**src/rtl/imem_load_ctrl.sv**
```systemverilog
// rtl/imem_load_ctrl.sv - instruction memory load/fetch sequencing controller
// Optional checksum trailer support: define IMEM_LOAD_CHECKSUM_EN.
module imem_load_ctrl #(
  parameter int DEPTH  = 32,
  parameter int ADDR_W = 5
) (
  input  logic              clk_i,
  input  logic              rst_i,
  input  logic              load_start_i,
  input  logic [ADDR_W:0]   load_len_i,
  input  logic              byte_valid_i,
  input  logic [7:0]        byte_data_i,
  output logic              byte_ready_o,
  input  logic [31:0]       pc_addr_i,
  output logic [ADDR_W-1:0] mem_addr_o,
  output logic [31:0]       mem_wdata_o,
  output logic              mem_we_o,
  output logic              cpu_stall_o,
  output logic              load_busy_o,
  output logic              load_done_o,
  output logic              load_err_o,
  output logic              fetch_oor_o
);

`ifdef IMEM_LOAD_CHECKSUM_EN
  typedef enum logic [1:0] {IDLE, LOAD, CKSUM, DONE} state_t;
`else
  typedef enum logic [1:0] {IDLE, LOAD, DONE} state_t;
`endif

  state_t            state, state_nxt;
  logic [ADDR_W:0]   len_q;
  logic [ADDR_W:0]   word_cnt;
  logic [1:0]        byte_cnt;
  logic [31:0]       asm_q;
  logic              we_q;
  logic [31:0]       wdata_q;
  logic [ADDR_W-1:0] waddr_q;
  logic [ADDR_W:0]   len_clamped;
  logic [31:0]       asm_next;
  logic              byte_fire;
  logic              start_fire;
  logic              words_done;

  // Lengths beyond the memory size are clamped so the write address never wraps.
  assign len_clamped = (load_len_i > (ADDR_W+1)'(DEPTH)) ? (ADDR_W+1)'(DEPTH) : load_len_i;
  assign asm_next    = {asm_q[23:0], byte_data_i};
  assign byte_fire   = byte_valid_i & byte_ready_o;
  assign start_fire  = (state == IDLE) & load_start_i;
  // The counter stops at len; once reached no further data bytes are taken.
  assign words_done  = (word_cnt == len_q);

`ifdef IMEM_LOAD_CHECKSUM_EN
  logic [31:0] sum_q;
  logic        err_q;

  // Running sum of written words and sticky trailer-compare result.
  always_ff @(posedge clk_i) begin
    if (rst_i) begin
      sum_q <= '0;
      err_q <= 1'b0;
    end else if (start_fire) begin
      sum_q <= '0;
      err_q <= 1'b0;
    end else begin
      if (we_q) begin
        sum_q <= sum_q + wdata_q;
      end
      if ((state == CKSUM) && byte_fire && (byte_cnt == 2'd3)) begin
        err_q <= (asm_next != sum_q);
      end
    end
  end

  assign load_err_o = err_q;
`else
  assign load_err_o = 1'b0;
`endif

  // State register, byte assembly, word counter and registered write port.
  always_ff @(posedge clk_i) begin
    if (rst_i) begin
      state    <= IDLE;
      len_q    <= '0;
      word_cnt <= '0;
      byte_cnt <= '0;
      asm_q    <= '0;
      we_q     <= 1'b0;
      wdata_q  <= '0;
      waddr_q  <= '0;
    end else begin
      state <= state_nxt;
      we_q  <= 1'b0;
      if (start_fire) begin
        len_q    <= len_clamped;
        word_cnt <= '0;
        byte_cnt <= '0;
        waddr_q  <= '0;
      end
      if (byte_fire) begin
        asm_q    <= asm_next;
        byte_cnt <= byte_cnt + 2'd1;
        if ((state == LOAD) && (byte_cnt == 2'd3)) begin
          we_q     <= 1'b1;
          wdata_q  <= asm_next;
          waddr_q  <= word_cnt[ADDR_W-1:0];
          word_cnt <= word_cnt + 1'b1;
        end
      end
    end
  end

  // Next-state decode and output muxing between fetch and load views.
  always_comb begin
    state_nxt    = state;
    byte_ready_o = 1'b0;
    cpu_stall_o  = 1'b1;
    load_busy_o  = 1'b1;
    load_done_o  = 1'b0;
    fetch_oor_o  = 1'b0;
    mem_addr_o   = waddr_q;
    mem_we_o     = we_q;
    mem_wdata_o  = wdata_q;
    case (state)
      IDLE: begin
        cpu_stall_o = 1'b0;
        load_busy_o = 1'b0;
        mem_we_o    = 1'b0;
        mem_wdata_o = '0;
        mem_addr_o  = pc_addr_i[ADDR_W+1:2];
        fetch_oor_o = (pc_addr_i[1:0] != 2'b00) | (pc_addr_i[31:ADDR_W+2] != '0);
        if (load_start_i) begin
          state_nxt = (len_clamped == '0) ? DONE : LOAD;
        end
      end
      LOAD: begin
        byte_ready_o = ~words_done;
        if (words_done) begin
`ifdef IMEM_LOAD_CHECKSUM_EN
          state_nxt = CKSUM;
`else
          state_nxt = DONE;
`endif
        end
      end
`ifdef IMEM_LOAD_CHECKSUM_EN
      CKSUM: begin
        byte_ready_o = 1'b1;
        if (byte_valid_i && (byte_cnt == 2'd3)) begin
          state_nxt = DONE;
        end
      end
`endif
      DONE: begin
        load_done_o = 1'b1;
        state_nxt   = IDLE;
      end
      default: state_nxt = IDLE;
    endcase
  end

endmodule

```
**config.mk**
```make
export PLATFORM = sky130hd
export DESIGN_NAME = imem_load_ctrl
export DESIGN_NICKNAME = d
export VERILOG_FILES = /design/src/rtl/imem_load_ctrl.sv
export SDC_FILE = /design/constraint.sdc
export NUM_CORES = 1
export LEC_CHECK = 0
export ABC_AREA = 0
export CAP_MARGIN = 10
export CELL_PAD_IN_SITES_DETAIL_PLACEMENT = 1
export CELL_PAD_IN_SITES_GLOBAL_PLACEMENT = 2
export CORE_MARGIN = 2
export CORE_UTILIZATION = 31
export CTS_BUF_LIST = sky130_fd_sc_hd__clkbuf_8
export DETAILED_ROUTE_END_ITERATION = 7
export PLACE_DENSITY_LB_ADDON = 0.1
export SYNTH_ARGS = -nofsm -noshare
export SYNTH_HDL_FRONTEND = slang
export SYNTH_SLANG_ARGS = --single-unit
export TNS_END_PERCENT = 50
```
**constraint.sdc**
```tcl
create_clock -name clk_i -period 2.3 [get_ports clk_i]
set_input_delay 0.23 -clock clk_i [delete_from_list [all_inputs] [get_ports clk_i]]
set_output_delay 0.23 -clock clk_i [all_outputs]
set_load 0.03 [all_outputs]
```
# Word-level counts from Yosys, hierarchy flattened
# Index checks and enable logic that the tools add are counted.
[word_totals]
register_bits = 78
input_bits = 50
out_inout_bits = 44
[classes]
n_addsub = 2
order_cmp = 1
eq_ne = 6
muxes = 21
n_bitwise = 5
n_reduce_logical = 9
[ops]
columns = ["cell", "n"]
rows = [
  ["two-way mux 32 bit", 1],
  ["nonzero test 25 bit", 1],
  ["two-way mux 6 bit", 4],
  ["two-way mux 5 bit", 4],
  ["two-way mux 2 bit", 5],
  ["adder 6 x 1 -> 6 bit, second input constant", 1],
  ["== test 6 bit", 1],
  ["greater-than comparator 6 bit, second input constant", 1],
  ["logical NOT 6 bit", 1],
  ["two-way mux 1 bit", 6],
  ["== test 2 bit, second input constant", 2],
  ["inequality test 2 bit, second input constant", 2],
  ["case mux 2 bit (2 select lines)", 1],
  ["AND reduction 2 bit", 2],
  ["nonzero test 2 bit", 2],
  ["adder 2 x 1 -> 2 bit, second input constant", 1],
  ["AND 1 bit", 2],
  ["== test 2 x 1 -> 1 bit, second input constant", 1],
  ["logical NOT 2 bit", 1],
  ["inverter 1 bit", 2],
  ["OR reduction 2 bit", 1],
  ["logical AND 1 bit", 1],
  ["bitwise OR 1 bit", 1],
]

# Longest topological paths before layout
[depth]
word_depth = 6
mapped_depth = 7
ltp_nobuf = 5

# Least setup slack after synthesis
# OpenSTA, ideal clock, no wires.
[synth_timing]
path_kind = "flip-flop to output port"
from = "reg state[0]"
to = "out fetch_oor_o"
arrival_ps = 1831
required_ps = 2070
path_slack_ps = 239
path_stages_with_launch = 6
cell_sequence = "dfxtp_1 > clkbuf_1 > nor2_1 > inv_2 > clkbuf_1 > a41oi_1"
[synth_via]
elab_chain_len = 2
[synth_lines]
columns = ["item", "line", "text"]
rows = [
  ["start, declared", "31", "state_t state, state_nxt;"],
  ["start signal, assigned", "92", "state <= state_nxt;"],
  ["logical NOT 2 bit", "124", "case (state)"],
  ["two-way mux 1 bit", "124", ""],
  ["end, declared", "22", "output logic fetch_oor_o"],
]
# No other way between the ends.

# Final worst setup path
[layout_timing]
from = "reg state[0]"
to = "out mem_addr_o[2]"
[layout_via]
elab_chain_len = 2
[layout_lines]
columns = ["item", "line", "text"]
rows = [
  ["logical NOT 2 bit", "124", ""],
  ["two-way mux 5 bit", "124", ""],
  ["end, declared", "15", "output logic [ADDR_W-1:0] mem_addr_o,"],
]
# No other way between the ends.

==> results list <==
- The synthesized design contains 78 register bits.
- Clock tree buffer depth: 2
* Number of enable-type register cells in the synthesized netlist: 0
* Worst Path Buf+Inv: 2
- Summing all placed instances gives a cell area of 4762 µm².
* Clock sink count: 78
- Portion of netlist area occupied by mux cells: 0.1886
* Global router's overall resource usage: 0.1512
- Summed over all cells, the static leakage comes to 0.002219 µW.
- Largest net degree at the start of global routing: 48
- Core Box Area: 11,560 µm²
- Setup violations, final: 0
* Y dimension of the die: 113.4 µm
- Net switching component of the power: 722.6 µW
- Starting DRC count in detailed routing: 57
- Share of power burned in combinational logic: 0.129
* Post-Place Setup Slack: 0.2913 ns
- From synthesis to final layout, the design area changed by 33.64%.
- Total Die Area: 12,850 µm²
- 94 I/O pins were placed.
- The share of the synthesized area in compound gates (AO/OA/AOI/OAI) was 0.04386.
- The detailed router placed 2,976 vias in this run.
- In the final layout, the share of cells above drive strength 1 is 0.08761.
- Combined area of all synthesized cells: 3709 µm²
- Clock root cell: sky130_fd_sc_hd__clkbuf_8
- Slowest cell on crit path: sky130_fd_sc_hd__dfxtp_1
- For the worst setup path, the data arrival time is 1.83 ns.
- Class of the tightest hold or removal check: primary input to flop
* Peak per-stage delay on the critical path: 0.39 ns
* Seq/Total Area, Yosys: 0.4211
- Slew of the pin with the lowest slew margin: 0.5326 ns
- Of all flip-flops after synthesis, the portion carrying an async set or reset was 0.
- Starting density of the core: 0.3207
- The run finished with clean final reports.
- Max-capacitance violation count: 0
- The netlist uses 37 different library cells.
* TritonCTS clock tree: done
- H-tree lvl count: 3
* Clock tree skew after final layout: 0.01240 ns
- Initial antenna violation count: 0
- Dominant register cell in the synthesized netlist: sky130_fd_sc_hd__dfxtp_1
- Final setup margin: 0.2448 ns
- Combinational family with the most area after synthesis: simple AND/OR/NAND/NOR gates
* Crit-path cells: nor2_1 > buf_4 > mux2_1 > dlygate4sd2_1
- Number of core rows: 39
- Clock Pin Slew Worst Setup and Hold Paths: 0.09 ns
- After detailed routing, the total wire length is 9.319 mm.
- Final net count: 515
* Width of the die: 113.4 µm
* Slew margin rel.: 0.6417
- Of the total synthesized cell area, the portion taken by XOR and XNOR cells is 0.01417.
- Drt wl/cell: 15.25 µm
- Skew-Pair Late Insertion Delay: 0.35 ns
* Post-route DRC: 0
- Period minus WS final: 2.055 ns
* Routability-driven placement congestion ratio: 0.7539
- CP Capture Type: primary output
* Pre-Repair DR Iteration Count: 4
* Max IR drop VDD: 0.0002540 V
* Half-perimeter wire length after detailed placement: 6.749 mm
- 0 antenna diodes ended up in the layout.
* Internal Power: 2078 µW
- Global-route wire length before repair: 15.51 mm
- Most common cell after layout, fill and taps aside: sky130_fd_sc_hd__dfxtp_1
- Mean instance size in the synthesized netlist: 9.837 µm²
* Global-route met2 utilization: 0.2435
- Max FO, Critical Path: 9
- Of the total power, registers draw 0.490.
- Area of all placed cells without fillers: 4956 µm²
* Setup Buffers After CTS: 0
- In the layout the commonest cells are sky130_fd_sc_hd__dfxtp_1, sky130_fd_sc_hd__nand2b_1, sky130_fd_sc_hd__mux2i_1.
* Synth Instances: 377
- Congestion Overflow GR: 0
* Net count after synthesis: 429
- Crit path kind: flop to primary output
* Slew Viols, Final: 0
- Arithmetic-cell share of the synthesized area counting full adders, half adders and majority gates: 0.006748
- For this run, global-route usage on met1 was measured as 0.1976.
- Of the total synthesized cell area, the portion taken by AND, OR, NAND and NOR gates is 0.2780.
- Broken down by cell family, the worst path's largest delay share belongs to buffers and inverters.
* Via-to-Cell Ratio: 4.871
* Worst Path Required: 2.07 ns
* Hold violation total from the final report: 0
- Sum of negative setup slack: 0 ns
* Synth warn: 0
- Number of global-route vias before repair: 3,097
* Proportion of power drawn by the clock network: 0.381
- Maximum achievable frequency: 486.6 MHz
- Antenna-violating nets left: 0
- In the finished design, the share of the clock period the worst path needs comes to 0.8935.
- The worst setup path is launched from a flop.
- Busiest layer in global routing: met2
* Global-route track usage on met3: 0.04516
- Of the total power, the share spent switching nets is 0.2580.
- Buffers inserted during clock tree synthesis total 9.
- In this run the power density over the cells is 565.2 nW/µm².
- Setup repair after global routing left no endpoint under its margin.
- In this run the tool buffered the top-level ports with 92 buffer cells.
## registers in the layout, indices dropped and copies added (netlist names)
name	cells
len_q	6
asm_q	24
byte_cnt	2
waddr_q	5
we_q	1
wdata_q	32
state	2
word_cnt	6
## Yosys cell counts, drive strengths merged, types with 2 or more instances
cell type,n,area share
xnor2,6,0.014
nor4,9,0.015
clkbuf,18,0.018
nor4b,3,0.0071
nor3b,3,0.0061
nand3b,12,0.024
nor2,7,0.0071
nand2,13,0.013
nand4b,2,0.0047
nand3,5,0.0067
and2,34,0.057
nor2b,3,0.0051
nor3,2,0.0027
mux2i,62,0.17
mux2,7,0.021
nand2b,71,0.12
a21oi,8,0.012
buf,10,0.027
ha,2,0.0067
o31ai,4,0.0081
o22ai,4,0.0067
and4,2,0.0054
dfxtp,78,0.42
a211oi,2,0.0040
## worst register-to-register path, cell delays in order (launching register included)
cell and delay (ns):
sky130_fd_sc_hd__dfxtp_1 0.47, sky130_fd_sc_hd__xnor2_1 0.18, sky130_fd_sc_hd__and4_4 0.33, sky130_fd_sc_hd__a21o_2 0.29
sky130_fd_sc_hd__buf_12 0.27, sky130_fd_sc_hd__mux2i_1 0.25
## power groups by stage
stage          Combinational (µW)  Sequential [µW]  Clock [µW]
4_1_cts                       370             1370        1110
3_3_place_gp                  373             1400           0
3_5_place_dp                  378             1400           0
2_1_floorplan                 201             1400           0
6_report                      362             1370        1070
5_1_grt                       390             1370        1190
## path summary, 6_finish.rpt
| check | from | end | slack [ns] | cells after the start |
|---|---|---|---|---|
| setup / recovery | state[0]$_SDFFE_PP0P_ | mem_addr_o[2] | 0.24 | 4 |
| hold / removal | rst_i | len_q[4]$_SDFFE_PP0P_ | 0.38 | 2 |
| setup reg to reg | word_cnt[2]$_SDFF_PP0_ | wdata_q[6]$_SDFFE_PP0P_ | 0.43 | 5 |
| hold reg to reg | len_q[3]$_SDFFE_PP0P_ | len_q[3]$_SDFFE_PP0P_ | 0.47 | 2 |
## metal layers
layer / routed length (µm) / share of wire
met5: 0 / 0
met4: 91 / 0.0098
met3: 515 / 0.055
met2: 4121 / 0.44
met1: 4590 / 0.49
## metrics by stage
step           power (µW)  utilization  std cells  hold WS, ns
2_1_floorplan        1600            -        377       0.3660
3_3_place_gp         1777       0.4118        595       0.4563
3_5_place_dp         1783       0.4118        595       0.4664
4_1_cts              2854       0.4268        611       0.3684
5_1_grt              2951       0.4285        611       0.4071
6_report             2801       0.4285        611       0.3814
## cells by family (layout without fill, tap and decap cells)
logic type,Yosys count,in the layout
AOI/OAI and AO/OA,24,24
xor gates and xnor gates,6,6
buffers and inverters,29,120
and+or+nand+nor,168,168
DFF,78,78
other,1,1
adders and majority gates,2,2
muxes,69,69
## repair_timing
item                                    in CTS  in global routing
endpoints found under the setup margin      28                  8
gates cloned                                 0                  0
hold buffers                                 0                  0
gates resized for setup                     28                  8
## area by class of cell
class,count,area (µm²)
multi-input cells,270,1988
flip-flops and latches,78,1562
clock inverters,6,68.82
well taps,143,178.9
fillers,1325,6609
repair buffers,103,1017
clock buffers,10,137.6
inverters,1,3.754
Note: power is estimated with default switching activity, not from simulation.
